==> src/rtl/mem_stage_pkg.sv <==
// Shared pipeline configuration: register widths, memory op codes,
// access sizes and MEM-stage state encodings, plus small op decoders.
package mem_stage_pkg;

   localparam int RegLen     = 32;
   localparam int RegAddrLen = 5;
   localparam logic [RegLen-1:0] ZERO_WORD = 32'h0000_0000;

   localparam int MemOpLen = 4;
   localparam logic [MemOpLen-1:0] MEM_NONE = 4'd0;
   localparam logic [MemOpLen-1:0] MEM_LB   = 4'd1;
   localparam logic [MemOpLen-1:0] MEM_LH   = 4'd2;
   localparam logic [MemOpLen-1:0] MEM_LW   = 4'd3;
   localparam logic [MemOpLen-1:0] MEM_LBU  = 4'd4;
   localparam logic [MemOpLen-1:0] MEM_LHU  = 4'd5;
   localparam logic [MemOpLen-1:0] MEM_SB   = 4'd6;
   localparam logic [MemOpLen-1:0] MEM_SH   = 4'd7;
   localparam logic [MemOpLen-1:0] MEM_SW   = 4'd8;

   localparam logic [1:0] MemSizeByte = 2'd0;
   localparam logic [1:0] MemSizeHalf = 2'd1;
   localparam logic [1:0] MemSizeWord = 2'd2;

   typedef enum logic [1:0] {
      MEM_IDLE = 2'd0,
      MEM_WAIT = 2'd1,
      MEM_DONE = 2'd2
   } mem_state_e;

   // True for any load or store; unknown codes behave like MEM_NONE.
   function automatic logic mem_op_is_mem(input logic [MemOpLen-1:0] op);
      case (op)
         MEM_LB, MEM_LH, MEM_LW, MEM_LBU, MEM_LHU,
         MEM_SB, MEM_SH, MEM_SW: return 1'b1;
         default:                return 1'b0;
      endcase
   endfunction

   function automatic logic mem_op_is_store(input logic [MemOpLen-1:0] op);
      case (op)
         MEM_SB, MEM_SH, MEM_SW: return 1'b1;
         default:                return 1'b0;
      endcase
   endfunction

   function automatic logic [1:0] mem_op_size(input logic [MemOpLen-1:0] op);
      case (op)
         MEM_LB, MEM_LBU, MEM_SB: return MemSizeByte;
         MEM_LH, MEM_LHU, MEM_SH: return MemSizeHalf;
         MEM_LW, MEM_SW:          return MemSizeWord;
         default:                 return MemSizeByte;
      endcase
   endfunction

endpackage

==> src/rtl/mem_stage_load_extend.sv <==
// Load data formatter: turns LSB-aligned raw memory data into the
// register value for the given load op. Purely combinational.
module mem_stage_load_extend
   import mem_stage_pkg::*;
#(
   parameter int DATA_W = 32
) (
   input  logic [MemOpLen-1:0] op,
   input  logic [DATA_W-1:0]   raw,
   output logic [DATA_W-1:0]   data
);

   // Sign/zero extension selected by the load op; words pass through.
   always_comb begin
      data = raw;
      case (op)
         MEM_LB:  data = {{(DATA_W-8){raw[7]}}, raw[7:0]};
         MEM_LH:  data = {{(DATA_W-16){raw[15]}}, raw[15:0]};
         MEM_LBU: data = {{(DATA_W-8){1'b0}}, raw[7:0]};
         MEM_LHU: data = {{(DATA_W-16){1'b0}}, raw[15:0]};
         default: data = raw;
      endcase
   end

endmodule

==> src/rtl/mem_stage.sv <==
// MEM stage: ALU results pass straight through; loads/stores issue one
// request to mem_ctrl and stall the pipeline until it completes.
module mem_stage
   import mem_stage_pkg::*;
#(
   parameter int ADDR_W = 32,
   parameter int DATA_W = 32
) (
   input  logic                  clk,
   input  logic                  rst,
   input  logic                  rdy,
   input  logic [DATA_W-1:0]     ex_rd_data,
   input  logic [4:0]            ex_rd_addr,
   input  logic                  ex_rd_enable,
   input  logic [MemOpLen-1:0]   ex_mem_op,
   input  logic [ADDR_W-1:0]     ex_mem_addr,
   input  logic [DATA_W-1:0]     ex_store_data,
   output logic                  mc_req,
   output logic                  mc_we,
   output logic [ADDR_W-1:0]     mc_addr,
   output logic [1:0]            mc_size,
   output logic [DATA_W-1:0]     mc_wdata,
   input  logic                  mc_done,
   input  logic [DATA_W-1:0]     mc_rdata,
   output logic [DATA_W-1:0]     mem_rd_data,
   output logic [4:0]            mem_rd_addr,
   output logic                  mem_rd_enable,
   output logic                  stall_req
);

   mem_state_e           state_r;
   mem_state_e           state_s;
   logic [MemOpLen-1:0]  op_r;
   logic [DATA_W-1:0]    load_data_r;
   logic [DATA_W-1:0]    ext_data_s;
   logic                 mc_req_r;
   logic                 mc_we_r;
   logic [ADDR_W-1:0]    mc_addr_r;
   logic [1:0]           mc_size_r;
   logic [DATA_W-1:0]    mc_wdata_r;

   // Format the raw read data using the op captured at issue time.
   mem_stage_load_extend #(.DATA_W(DATA_W)) u_load_extend (
      .op   (op_r),
      .raw  (mc_rdata),
      .data (ext_data_s)
   );

   // State, request and load-data registers; frozen while rdy is low.
   always_ff @(posedge clk) begin
      if (rst) begin
         state_r     <= MEM_IDLE;
         op_r        <= MEM_NONE;
         load_data_r <= {DATA_W{1'b0}};
         mc_req_r    <= 1'b0;
         mc_we_r     <= 1'b0;
         mc_addr_r   <= {ADDR_W{1'b0}};
         mc_size_r   <= 2'd0;
         mc_wdata_r  <= {DATA_W{1'b0}};
      end else if (rdy) begin
         state_r <= state_s;
         case (state_r)
            MEM_IDLE: begin
               if (mem_op_is_mem(ex_mem_op)) begin
                  op_r       <= ex_mem_op;
                  mc_req_r   <= 1'b1;
                  mc_we_r    <= mem_op_is_store(ex_mem_op);
                  mc_addr_r  <= ex_mem_addr;
                  mc_size_r  <= mem_op_size(ex_mem_op);
                  mc_wdata_r <= ex_store_data;
               end
            end
            MEM_WAIT: begin
               if (mc_done) begin
                  mc_req_r <= 1'b0;
                  mc_we_r  <= 1'b0;
                  // Stores never capture read data.
                  if (!mem_op_is_store(op_r)) begin
                     load_data_r <= ext_data_s;
                  end
               end
            end
            default: begin
            end
         endcase
      end
   end

   // Next-state logic; DONE always returns to IDLE as upstream advances.
   always_comb begin
      state_s = state_r;
      case (state_r)
         MEM_IDLE: begin
            if (mem_op_is_mem(ex_mem_op)) begin
               state_s = MEM_WAIT;
            end else begin
               state_s = MEM_IDLE;
            end
         end
         MEM_WAIT: begin
            if (mc_done) begin
               state_s = MEM_DONE;
            end else begin
               state_s = MEM_WAIT;
            end
         end
         MEM_DONE: state_s = MEM_IDLE;
         default:  state_s = MEM_IDLE;
      endcase
   end

   // Writeback/forwarding outputs and stall request; all zero in reset.
   always_comb begin
      mem_rd_data   = ZERO_WORD[DATA_W-1:0];
      mem_rd_addr   = 5'd0;
      mem_rd_enable = 1'b0;
      stall_req     = 1'b0;
      if (rst) begin
         stall_req = 1'b0;
      end else begin
         case (state_r)
            MEM_IDLE: begin
               if (mem_op_is_mem(ex_mem_op)) begin
                  stall_req = 1'b1;
               end else begin
                  mem_rd_data   = ex_rd_data;
                  mem_rd_addr   = ex_rd_addr;
                  mem_rd_enable = ex_rd_enable;
               end
            end
            MEM_WAIT: stall_req = 1'b1;
            MEM_DONE: begin
               mem_rd_addr = ex_rd_addr;
               if (mem_op_is_store(op_r)) begin
                  mem_rd_enable = 1'b0;
               end else begin
                  mem_rd_data   = load_data_r;
                  mem_rd_enable = ex_rd_enable;
               end
            end
            default: stall_req = 1'b0;
         endcase
      end
   end

   assign mc_req   = mc_req_r;
   assign mc_we    = mc_we_r;
   assign mc_addr  = mc_addr_r;
   assign mc_size  = mc_size_r;
   assign mc_wdata = mc_wdata_r;

endmodule

==> config.mk <==
export PLATFORM = sky130hd
export DESIGN_NAME = mem_stage
export DESIGN_NICKNAME = d
export VERILOG_FILES = /design/src/rtl/mem_stage_pkg.sv /design/src/rtl/mem_stage_load_extend.sv /design/src/rtl/mem_stage.sv
export SDC_FILE = /design/constraint.sdc
export NUM_CORES = 1
export LEC_CHECK = 0
export CORE_UTILIZATION = 30
export DETAILED_ROUTE_END_ITERATION = 12
export PLACE_DENSITY = 0.62
export SLEW_MARGIN = 20
export SYNTH_ARGS = -nofsm -noshare
export SYNTH_HDL_FRONTEND = slang
export SYNTH_SLANG_ARGS = --single-unit
==> constraint.sdc <==
create_clock -name clk -period 5 [get_ports clk]
set_input_delay 1 -clock clk [delete_from_list [all_inputs] [get_ports clk]]
set_output_delay 1 -clock clk [all_outputs]
set_load 0.02 [all_outputs]
Word-level counts from Yosys, hierarchy flattened:

Memory sizes are Yosys's and may differ from the RTL's. A register that Yosys moved wholly into a read port is not among the register bits.
Cells that the tools add are included.

* mux-type cells: 37
* equality and inequality tests: 14
* $lt $le $gt $ge: 0
* shifts and indexed selects: 0
* div/mod/pow operators: 0
* reductions and logical operators: 7
* $add $sub $neg: 0
* bitwise operators: 1
* $mul: 0

Operators by type and width (number)
* 32-bit case mux with 4 select lines: 1
* 32-bit two-way mux: 3
* 32-bit case mux with 2 select lines: 1
* 4-bit by 3-bit equality test with 1-bit output (second input constant): 6
* 1-bit two-way mux: 23
* 5-bit two-way mux: 2
* 5-bit case mux with 2 select lines: 1
* 4-bit equality test (second input constant): 2
* 1-bit case mux with 2 select lines: 4
* 4-bit AND reduction: 2
* 3-bit OR reduction: 2
* 4-bit by 1-bit equality test with 1-bit output (second input constant): 1
* 4-bit by 2-bit equality test with 1-bit output (second input constant): 1
* 2-bit != test (second input constant): 2
* 2-bit case mux with 2 select lines: 1
* 3-bit AND reduction: 1
* 2-bit by 1-bit equality test with 1-bit output (second input constant): 1
* 2-bit equality test (second input constant): 1
* 2-bit zero test: 1
* 2-bit two-way mux: 1
* 2-bit nonzero test: 1
* 1-bit NOT: 1

* bits in writable memories: 0
* memories kept: 4
* memory bits (read-only): 80
* bits in registers: 104
* latch bits: 0

Memories
* (name not given): words 16, width 2, read ports 1, clocked after memory_dff 1, write ports 0, RTL line mem_stage_pkg.sv:47 `case (op)`
* (name not given): words 16, width 1, read ports 1, clocked after memory_dff 0, write ports 0, RTL line mem_stage_pkg.sv:32 `case (op)`
* (name not given): words 16, width 1, read ports 1, clocked after memory_dff 0, write ports 0, RTL line mem_stage_pkg.sv:32
* (name not given): words 16, width 1, read ports 1, clocked after memory_dff 0, write ports 0, RTL line mem_stage_pkg.sv:32

Depth between registers and ports, before layout:

* depth in word-level cells: 9
* gate-level depth with buffers: 7
* gate-level depth less buffers: 4

Hierarchy:

From an unflattened synthesis, not the netlist that was laid out.

* cell total of the unflattened synthesis: 651
* area, all modules: 4762.1 um2

By module, submodules not included
* mem_stage: area each 4365.4 um2, cells an instance 602, seq. area each 2122.0 um2, times used 1
* mem_stage_load_extend: area each 396.6 um2, cells an instance 49, seq. area each 0.0 um2, times used 1

Worst setup path after synthesis:

Ideal clock, no wire load.

* kind: input-to-output
* start point: input ex_mem_op[3]
* end point: output mem_rd_data[10]
* buffers on the path: 1
* path slack: 1.532 ns
* data required time: 4.000 ns
* stages: 5
* arrival time: 2.468 ns
* cell sequence: or4_4 a211oi_4 buf_6 a22oi_2 nor2_1

* longest elaborated chain between the ends: 6

RTL lines
* start, declared: RTL line mem_stage.sv:15 `input logic [MemOpLen-1:0] ex_mem_op,`
* memory read 16 x 1 bit
* 1-bit two-way mux: RTL line mem_stage.sv:121 `case (state_r)`
* 1-bit two-way mux: RTL line mem_stage.sv:118 `if (rst) begin`
* 32-bit two-way mux: RTL line mem_stage.sv:123 `if (mem_op_is_mem(ex_mem_op)) begin`
* 32-bit case mux with 2 select lines: RTL line mem_stage.sv:121
* 32-bit two-way mux: RTL line mem_stage.sv:118
* end, declared: RTL line mem_stage.sv:25 `output logic [DATA_W-1:0] mem_rd_data,`

Every way passes these cells. The select of a mux whose other input is x is not followed.

Worst setup path in the final report:

* start point: input ex_mem_op[3]
* end point: output mem_rd_enable

* longest elaborated chain between the ends: 6

RTL lines
* memory read 16 x 1 bit
* 1-bit two-way mux: RTL line mem_stage.sv:121
* 1-bit two-way mux: RTL line mem_stage.sv:118
* 1-bit two-way mux: RTL line mem_stage.sv:123
* 1-bit case mux with 2 select lines: RTL line mem_stage.sv:121
* 1-bit two-way mux: RTL line mem_stage.sv:118
* end, declared: RTL line mem_stage.sv:27 `output logic mem_rd_enable,`

Every way passes these cells. The select of a mux whose other input is x is not followed.

==> results.yml <==
final_layout:
  drive_gt1_share_pct: 8.050
  num-nets-final: 933
  area_delta_synth_final_pct: 60.68
  n_antenna_cell: 0
  layout_common_cells: "clkdlybuf4s50_1 (247), nand2_1 (163), dfxtp_1 (106), a21oi_1 (79), nor2_1 (67)"
  layout_commonest_cell: "clkdlybuf4s50_1"
  layout.cells.non_filler: 1006
worst_setup_path:
  crit_required_ps: 4000
  path_cells: "clkdlybuf4s50_1 > or4_4 > a211oi_4 > buf_12 > o211a_1 > clkdlybuf4s50_1"
  crit_path_frequent_cell: "clkdlybuf4s50_1"
  critPathLaunchType: "input port"
  cp_slowest_cell: "clkdlybuf4s50_1"
  path_max_fanout: 33
  arrival_ps: 3570
  cp_top_family: "buffers and inverters"
  endpoint_kind: "output port"
  worstSetupPathType: "in -> out"
  worst-path-buf-inv: 3
  critical-path-max-stage-delay_ps: 630
pwr:
  power_density_mw_per_mm2: 289.7
  p_sw_mw: 0.5700
  combPwrFrac_pct: 21.3
  p_int_mw: 1.624
  p_total_mw: 2.194
  clkPwrFrac_pct: 36.9
  p_seq_share_pct: 41.8
  sw_frac_of_total_pct: 25.98
  peakVddDrop_uv: 168.8
  p_leak_nw: 2.641
synth:
  syn_avg_cell_area_sq_um: 8.197
  syn_nets: 717
  synth_ff_type: "dfxtp_1"
  synth_cells: 575
  yosys_register_bits: 106
  async_flop_share_pct: 0
  ys.warnings.count: 0
  seq_area_frac_synth_pct: 45.02
  synth_area_sq_mm: 0.004713
  synth_edf_count: 0
  synth.distinct_cells: 41
sta:
  rsz0062_at_grt: "no"
  clock.fmax_ghz: 0.2190
  fin_crit_sh_pct: 91.34
  fin_skew_ps: 7.549
  setup_viol: 0
  drv_slew: 0
  final.min_clock_period_ps: 4567
  final_hold_viol_count: 0
  worstMarginPinSlew_ps: 963.0
  tns_ps: 0
  slew_headroom_pct: 35.80
outcome:
  status: "complete, no violations"
drt:
  vias: 4687
  drc_errors: 0
  drt_iter0_drc: 190
  dr.pass1.iters: 4
  ant_nets: 0
  post_drt_wl_per_cell_um: 15.15
  routed_wl_mm: 15.24
  avgViaCountPerCell: 4.659
worst_hold_path:
  worst_hold_path_type: "reg -> reg"
clock_network:
  path_clk_slew_ps: 70
  insertion_delay_ps: 350
  post_cts_buffers: 0
  clockRootBuffer: "clkbuf_16"
  h-tree-depth: 3
  cts_resized: 0
  cts.path.max_buffers: 2
  numCtsBuffers: 9
  cts_tree: "done"
  cts_sinks: 106
  holdBufCountCts: 0
grt:
  grt_pass1_wl_mm: 23.63
  antenna_found_initial: 0
  grt_max_degree: 77
  grt_pass1_vias: 4744
  gr-total-overflow: 0
  grt.total_usage_pct: 18.63
floorplanning:
  ios: 249
  core_sq_mm: 0.01526
  fp-row-count: 45
  die_area_sq_mm: 0.01622
  initial_core_util_pct: 30.89
  die_w_um: 127.3
  floorplan.die.height_um: 127.3
run:
  cap_viol_max_count: 0
placed_design:
  hpwl_mm: 10.88
  gp_congestion: 0.7440
  port_buffers: 248
  place_inst: 991
metrics by stage:
step	setup WS, ps	cell area (sq um)	util, %	hold WS [ps]
finish	433.1	7574	49.64	453.0
CTS	451.3	7574	49.64	456.0
detailed placement	443.3	7232	47.40	448.8
floorplan	1532	4713	-	460.8
global route	355.1	7574	49.64	466.6
global placement	470.4	7232	47.40	441.5
area by class of cell:
cell class              instances  area (sq um)
clock buffers                  10         239.0
well taps                     211         264.0
inverters                       4         15.01
fillers                      1452          7685
multi-input cells             415          2286
repair buffers                255          2545
clock inverters                 5         102.6
flip-flops and latches        106          2122
registers in the layout, summed over array words and instances (netlist names):
name / cells
mc_we: 1
mc_req: 1
mc_size: 2
state_r: 2
load_data_r: 32
mc_addr: 32
mc_wdata: 32
op_r: 4
tightest hold or removal path, delay by kind of cell (launching register included):
kind               cells  cell delay, ps
DFF                    1             310
AOI/OAI and AO/OA      1              50
and+or+nand+nor        1              50
final timing paths:
check	start	to	slack, ps	depth (start not counted)
setup / recovery	ex_mem_op[3]	mem_rd_enable	430	6
hold / removal	mc_addr[25]	mc_addr[25]	450	2
setup reg to reg	state_r[0]	load_data_r[19]	2550	4
hold reg to reg	mc_addr[25]	mc_addr[25]	450	2
power by group through the flow:
stage                     clock network [mW]  logic [mW]  registers [mW]
after floorplan                            0       0.204           0.963
after global placement                     0       0.463           0.933
after detailed placement                   0       0.470           0.936
after CTS                              0.835       0.473           0.917
after global routing                   0.862       0.507           0.921
final                                  0.810       0.468           0.916
routing by layer:
| layer | up-vias | track usage (%) | routed length [um] | share of wire [%] |
|---|---|---|---|---|
| met5 | - | 0 | 0 | 0 |
| met2 | 181 | 32.66 | 7316 | 48 |
| met1 | 2131 | 20.63 | 6142 | 40 |
| met3 | 17 | 6.240 | 1464 | 9.6 |
| li1 | 2358 | - | - | - |
| met4 | 0 | 7.633 | 314 | 2.1 |
cell usage after synthesis (2+ instances only):
cell type	number	area share, %
nor3_1	2	0.21
clkbuf_1	20	1.6
a22oi_2	30	8.0
a22oi_1	2	0.32
dfxtp_1	106	45
mux2i_1	9	1.9
a211oi_4	2	0.85
a21oi_1	79	8.4
nand4b_1	2	0.37
and3b_1	2	0.37
and2_1	6	0.80
nand2_1	163	13
nor2_1	67	5.3
nor3b_1	2	0.32
buf_2	11	1.2
buf_6	5	1.2
inv_1	4	0.32
or3_1	3	0.40
nor2b_1	2	0.27
buf_4	14	2.2
a211oi_1	24	3.8
cell families after synthesis:
family / share of synthesized area [%]
compound gates: 23.02
xor+xnor: 0.3717
buf+inv: 6.504
flops: 45.02
mux: 1.911
simple gates: 23.18
(Power assumes the default switching activity.)
